## src/rtl/rx_sync_monitor_pkg.sv

```systemverilog
// Shared definitions for the receive sync monitor: lock-state encoding
// and the width helper used to size its saturating counters.
package rx_sync_monitor_pkg;

    typedef enum logic [1:0] {
        ST_ACQUIRE = 2'd0,
        ST_LOCKED  = 2'd1,
        ST_SUSPECT = 2'd2,
        ST_LOST    = 2'd3
    } lock_state_e;

    function automatic int clog2(input int value);
        int res;
        res = 0;
        for (int i = 0; i < 31; i++) begin
            if ((1 << i) < value) begin
                res = i + 1;
            end
        end
        return res;
    endfunction

endpackage

```

## src/rtl/rx_frame_checker.sv

```systemverilog
// Per-frame integrity checker: guard bits at each visible line end,
// optional visible line count, and a commit strobe on VSYNC fall.
module rx_frame_checker
    import rx_sync_monitor_pkg::*;
#(
    parameter int VIDEO_W    = 10,
    parameter int GUARD_BITS = 4,
    parameter int EXP_LINES  = 0
) (
    input  logic               clk,
    input  logic               rst,
    input  logic               visible,
    input  logic [VIDEO_W-1:0] video,
    input  logic               vsync,
    output logic               commit,
    output logic               bad
);

    localparam int LC_RAW = clog2(EXP_LINES + 2);
    localparam int LC_W   = (LC_RAW < 1) ? 1 : LC_RAW;
    localparam logic [LC_W-1:0] LC_MAX = '1;
    localparam logic [LC_W-1:0] LC_EXP = LC_W'(EXP_LINES);

    logic            prev_visible_q, prev_visible_d;
    logic            prev_vsync_q, prev_vsync_d;
    logic            frame_bad_q, frame_bad_d;
    logic [LC_W-1:0] line_cnt_q, line_cnt_d;

    logic            line_end;
    logic            line_ev;
    logic            guard_hit;
    logic            bad_acc;
    logic [LC_W-1:0] cnt_acc;
    logic            len_bad;

    // Only the guard MSBs matter; the remaining pixel bits are don't-care.
    logic unused_video;
    assign unused_video = ^video;

    always_comb begin
        line_end  = !visible && prev_visible_q;
        guard_hit = |video[VIDEO_W-1 -: GUARD_BITS];
        commit    = prev_vsync_q && !vsync;
        // A line end on the commit cycle still belongs to the closing frame.
        line_ev   = line_end && (vsync || commit);

        bad_acc = frame_bad_q | (line_ev & guard_hit);
        cnt_acc = line_cnt_q;
        if (line_ev && (line_cnt_q != LC_MAX)) begin
            cnt_acc = line_cnt_q + LC_W'(1);
        end

        len_bad = (EXP_LINES != 0) && (cnt_acc != LC_EXP);
        bad     = bad_acc | len_bad;

        prev_visible_d = visible;
        prev_vsync_d   = vsync;
        frame_bad_d    = 1'b0;
        line_cnt_d     = '0;
        if (vsync) begin
            frame_bad_d = bad_acc;
            line_cnt_d  = cnt_acc;
        end
    end

    always_ff @(posedge clk or posedge rst) begin
        if (rst) begin
            prev_visible_q <= 1'b0;
            prev_vsync_q   <= 1'b0;
            frame_bad_q    <= 1'b0;
            line_cnt_q     <= '0;
        end else begin
            prev_visible_q <= prev_visible_d;
            prev_vsync_q   <= prev_vsync_d;
            frame_bad_q    <= frame_bad_d;
            line_cnt_q     <= line_cnt_d;
        end
    end

endmodule

```

## src/rtl/rx_sync_monitor.sv

```systemverilog
// Frame-level receive sync monitor with hysteretic lock FSM and resync pulse.
// Define RX_SYNC_MON_STATS_EN to add the saturating BAD_FRAMES counter port.
module rx_sync_monitor
    import rx_sync_monitor_pkg::*;
#(
    parameter int VIDEO_W     = 10,
    parameter int GUARD_BITS  = 4,
    parameter int EXP_LINES   = 0,
    parameter int LOCK_FRAMES = 4,
    parameter int LOSS_FRAMES = 3
`ifdef RX_SYNC_MON_STATS_EN
    ,
    parameter int STAT_W      = 16
`endif
) (
    input  logic               CLK,
    input  logic               RST,
    input  logic               VISIBLE,
    input  logic [VIDEO_W-1:0] VIDEO,
    input  logic               VSYNC,
    output logic               SYNC_BAD,
    output logic               LOCKED,
    output logic               RESYNC_REQ,
    output logic [1:0]         STATE
`ifdef RX_SYNC_MON_STATS_EN
    ,
    output logic [STAT_W-1:0]  BAD_FRAMES
`endif
);

    localparam int GC_W = clog2(LOCK_FRAMES) + 1;
    localparam int BC_W = clog2(LOSS_FRAMES) + 1;
    localparam logic [GC_W-1:0] GC_LOCK = GC_W'(LOCK_FRAMES);
    localparam logic [BC_W-1:0] BC_LOSS = BC_W'(LOSS_FRAMES);

    logic commit;
    logic bad;

    rx_frame_checker #(
        .VIDEO_W    (VIDEO_W),
        .GUARD_BITS (GUARD_BITS),
        .EXP_LINES  (EXP_LINES)
    ) u_checker (
        .clk     (CLK),
        .rst     (RST),
        .visible (VISIBLE),
        .video   (VIDEO),
        .vsync   (VSYNC),
        .commit  (commit),
        .bad     (bad)
    );

    lock_state_e     state_q, state_d;
    logic [GC_W-1:0] good_cnt_q, good_cnt_d;
    logic [BC_W-1:0] bad_cnt_q, bad_cnt_d;
    logic            sync_bad_q, sync_bad_d;
    logic [GC_W-1:0] good_inc;
    logic [BC_W-1:0] bad_inc;

    always_comb begin
        state_d    = state_q;
        good_cnt_d = good_cnt_q;
        bad_cnt_d  = bad_cnt_q;
        sync_bad_d = commit ? bad : sync_bad_q;
        good_inc   = good_cnt_q + GC_W'(1);
        bad_inc    = bad_cnt_q + BC_W'(1);

        unique case (state_q)
            ST_ACQUIRE: begin
                if (commit) begin
                    if (bad) begin
                        good_cnt_d = '0;
                    end else if (good_inc == GC_LOCK) begin
                        good_cnt_d = '0;
                        state_d    = ST_LOCKED;
                    end else begin
                        good_cnt_d = good_inc;
                    end
                end
            end
            ST_LOCKED: begin
                if (commit && bad) begin
                    bad_cnt_d = BC_W'(1);
                    state_d   = (LOSS_FRAMES == 1) ? ST_LOST : ST_SUSPECT;
                end
            end
            ST_SUSPECT: begin
                if (commit) begin
                    if (!bad) begin
                        bad_cnt_d = '0;
                        state_d   = ST_LOCKED;
                    end else begin
                        bad_cnt_d = bad_inc;
                        if (bad_inc == BC_LOSS) begin
                            state_d = ST_LOST;
                        end
                    end
                end
            end
            ST_LOST: begin
                // Single-cycle state: the resync pulse is its only output.
                state_d    = ST_ACQUIRE;
                good_cnt_d = '0;
                bad_cnt_d  = '0;
            end
            default: begin
                state_d = ST_ACQUIRE;
            end
        endcase
    end

    always_ff @(posedge CLK or posedge RST) begin
        if (RST) begin
            state_q    <= ST_ACQUIRE;
            good_cnt_q <= '0;
            bad_cnt_q  <= '0;
            sync_bad_q <= 1'b0;
        end else begin
            state_q    <= state_d;
            good_cnt_q <= good_cnt_d;
            bad_cnt_q  <= bad_cnt_d;
            sync_bad_q <= sync_bad_d;
        end
    end

    assign STATE      = state_q;
    assign LOCKED     = (state_q == ST_LOCKED) || (state_q == ST_SUSPECT);
    assign RESYNC_REQ = (state_q == ST_LOST);
    assign SYNC_BAD   = sync_bad_q;

`ifdef RX_SYNC_MON_STATS_EN
    logic [STAT_W-1:0] bad_frames_q, bad_frames_d;

    always_comb begin
        bad_frames_d = bad_frames_q;
        if (commit && bad && (bad_frames_q != '1)) begin
            bad_frames_d = bad_frames_q + STAT_W'(1);
        end
    end

    always_ff @(posedge CLK or posedge RST) begin
        if (RST) begin
            bad_frames_q <= '0;
        end else begin
            bad_frames_q <= bad_frames_d;
        end
    end

    assign BAD_FRAMES = bad_frames_q;
`endif

endmodule

```

## config.mk

```make
export PLATFORM = sky130hd
export DESIGN_NAME = rx_sync_monitor
export DESIGN_NICKNAME = d
export VERILOG_FILES = /design/src/rtl/rx_sync_monitor_pkg.sv /design/src/rtl/rx_frame_checker.sv /design/src/rtl/rx_sync_monitor.sv
export SDC_FILE = /design/constraint.sdc
export NUM_CORES = 1
export LEC_CHECK = 0
export ABC_AREA = 0
export CAP_MARGIN = 20
export CELL_PAD_IN_SITES_DETAIL_PLACEMENT = 1
export CELL_PAD_IN_SITES_GLOBAL_PLACEMENT = 1
export CORE_MARGIN = 1.5
export CORE_UTILIZATION = 39
export DETAILED_ROUTE_END_ITERATION = 10
export MAX_ROUTING_LAYER = met4
export PLACE_DENSITY = 0.9
export SETUP_SLACK_MARGIN = 0.3
export SLEW_MARGIN = 10
export SYNTH_ARGS = -nofsm -noshare
export SYNTH_HDL_FRONTEND = slang
export SYNTH_SLANG_ARGS = --single-unit
```

## constraint.sdc

```tcl
create_clock -name CLK -period 3.4 [get_ports CLK]
set_input_delay 0.68 -clock CLK [delete_from_list [all_inputs] [get_ports CLK]]
set_output_delay 0.68 -clock CLK [all_outputs]
set_load 0.005 [all_outputs]
```

==> reports/results.txt <==
hpwl dp = 1.332 mm
minimum clock period after layout = 2.309 ns
# diodes = 0
Net Switching = 0.0002558 W
Clock transition at path regs = 0.08 ns
area leader, netlist = dfrtp_1
leakage power = 0.4144 nW
number of gates resized after CTS = 0
Int Pwr = 0.0003941 W
initial antenna violation count = 0
cells after synthesis = 70
Synth top area share = 39.09%
Logic pwr share = 53.8%
via count = 564
Cell Area, Synth = 768.2 sq um
RSZ-0062 raised after global routing = no
CTS Buffer Depth = 2
DP Area = 919.6 sq um
pwr dens = 689.7 nW/um^2
Max VDD drop = 0.4076 mV
GRT Total Usage = 18.12%
CTS tree = yes
R2R setup slack = 1.38 ns
sequential element share of the synthesized area = 39.09%
top post-synthesis cells by area = dfrtp_1 (39%), ha_1 (16%), nand2_1 (3.9%)
share of layout cells above drive strength 1 = 16.47%
arrival time at the worst endpoint = 1.63 ns
Setup Fix Bufs, Post-CTS = 0
CP max FO = 5
Fillers = 199
commonest cells in the netlist = dfrtp_1 (12), ha_1 (10), nand2_1 (8)
die extent in y = 47.38 microns
measured slew at the worst slew-check pin = 0.4901 ns
Final Max Tran Viols = 0
Top Ports = 19
total power = 0.0006499 W
Synth Register Bits = 12
syn_nets = 94
FFs w/ async S/R, synth = 100.0%
Rel. slew slack = 67.29%
Max Freq = 0.4331 GHz
chip width = 47.38 microns
worst-skew pair later-pin latency = 0.27 ns
hold crit path type = reg -> reg
first-pass GRT wire length = 2.663 mm
ANT nets after route = 0
DRT Wirelength = 1.646 mm
DRT iter0 DRCs = 2
vias in the first global route = 627
total grt overflow = 0
Post-CTS Hold Buffers = 0
Post-synth EDFFs = 0
first-pass detailed-route iteration total = 3
clock buffer count from CTS = 3
yosys warns = 0
drt wl/cell = 14.96 microns
Final Core Density = 52.84%
CP startpoint kind = flip-flop
syn_area_per_cell = 10.97 sq um
most frequent cell after synthesis = dfrtp_1
Via density = 5.127
Hold Violations, Final = 0
DRC Markers = 0
Design Area, Final = 942.2 sq um
pin count of the biggest net entering global routing = 13
Worst Path Required = 2.72 ns
Setup-failing EPs final = 0
Final period util = 67.91%
clock sinks = 12
CP Capture Type = output port
Seq pwr share = 32.4%
Placer Congestion = 0.7470
max_cap viols = 0
clock root buffer = clkbuf_4
die area = 2245 sq um
outcome = finished clean
Setup Crit Path Kind = reg -> out
worst clock skew = 0.0005030 ns
core outline area = 1783 sq um
Max H-tree Level = 1
Clock Power Share = 13.8%
Initial Utilization = 43.09%
# port buffers = 12
Rows = 15
Total Neg Setup Slack = 0 ns
Final Net Count = 111
Netlist cell types = 32
Post-synth top flop = dfrtp_1
Area Growth Syn to Fin = 22.64%
Sw Share = 39.36%
[registers in the layout, indices dropped and copies added, names as in the netlist]
name                      flops
u_checker.prev_visible_q      1
u_checker.prev_vsync_q        1
STATE                         2
good_cnt_q                    3
u_checker.frame_bad_q         1
bad_cnt_q                     3
SYNC_BAD                      1
[per-stage QoR]
step,instances,hold slack [ns],setup slack [ns]
4_1_cts,110,0.5279,1.069
3_5_place_dp,107,0.5098,0.8122
3_3_place_gp,107,0.4750,0.8466
5_1_grt,110,0.5584,1.007
2_1_floorplan,70,0.4596,1.319
6_report,110,0.5162,1.091
[area by class of cell]
type	count	area [sq um]	share of cell area, %
timing repair buffer	12	120.1	12.75
tap	25	31.28	3.320
inverter	6	22.52	2.390
clock buffer	3	22.52	2.390
sequential	12	300.3	31.87
multi-input combinational	52	445.4	47.28
[layout by cell type, fill, tap and decap left out]
master / n
a31o_1: 1
nor2_1: 4
or4_4: 1
or2_2: 1
or3b_1: 1
and2_0: 1
nand2_1: 8
o21ai_0: 2
o21ai_1: 1
o31ai_1: 1
ha_1: 10
clkbuf_4: 3
nor3b_2: 1
o21bai_1: 1
o2bb2ai_1: 1
o22a_1: 1
nor2b_1: 1
a221oi_4: 1
o31ai_2: 1
and2b_1: 1
a211o_1: 1
nand3b_1: 1
mux2i_1: 1
clkdlybuf4s50_1: 12
a21oi_1: 2
o21ai_2: 1
dfrtp_1: 12
or2b_2: 1
a31oi_4: 1
inv_1: 6
and2b_2: 2
a21o_2: 1
xnor2_1: 1
or4bb_1: 1
[cells by family after synthesis]
family,after synthesis,synth area share (%)
buf+inv,6,2.931
compound gates,16,19.87
xor+xnor,1,1.140
fa+ha+maj,10,16.29
mux,1,1.303
flops,12,39.09
simple gates,24,19.38
[worst paths after layout]
kind                                           startpoint                         to  cells after the start
worst min register to register  good_cnt_q[1]$_DFFE_PP0P_  good_cnt_q[1]$_DFFE_PP0P_                      2
worst max-delay path                 STATE[0]$_DFFE_PP0P_                     LOCKED                      3
worst min-delay path            good_cnt_q[1]$_DFFE_PP0P_  good_cnt_q[1]$_DFFE_PP0P_                      2
max in group asynchronous                             RST   bad_cnt_q[1]$_DFFE_PP0P_                      2
worst max register to register  good_cnt_q[0]$_DFFE_PP0P_       STATE[0]$_DFFE_PP0P_                      7
min in group asynchronous                             RST  good_cnt_q[0]$_DFFE_PP0P_                      2
[per-layer routing]
metal / global-route usage [%] / share of wire [%]
met3: 3.462 / 1.9
met1: 18.54 / 41
met5: - / 0
met2: 33.51 / 56
met4: 6.667 / 0.79
[worst max-delay path, stage by stage (launching register included)]
cell             delay [ns]
dfrtp_1                0.42
inv_1                  0.14
ha_1                   0.30
clkdlybuf4s50_1        0.49
[power by group through the flow]
| stage | combinational (W) | sequential (W) | clock (W) |
|---|---|---|---|
| 6_report | 0.000350 | 0.000211 | 0.0000897 |
| 5_1_grt | 0.000387 | 0.000216 | 0.0000990 |
| 4_1_cts | 0.000357 | 0.000211 | 0.0000910 |
| 3_5_place_dp | 0.000353 | 0.000213 | 0 |
| 3_3_place_gp | 0.000334 | 0.000209 | 0 |
| 2_1_floorplan | 0.000236 | 0.000207 | 0 |
(Power assumes the default switching activity.)
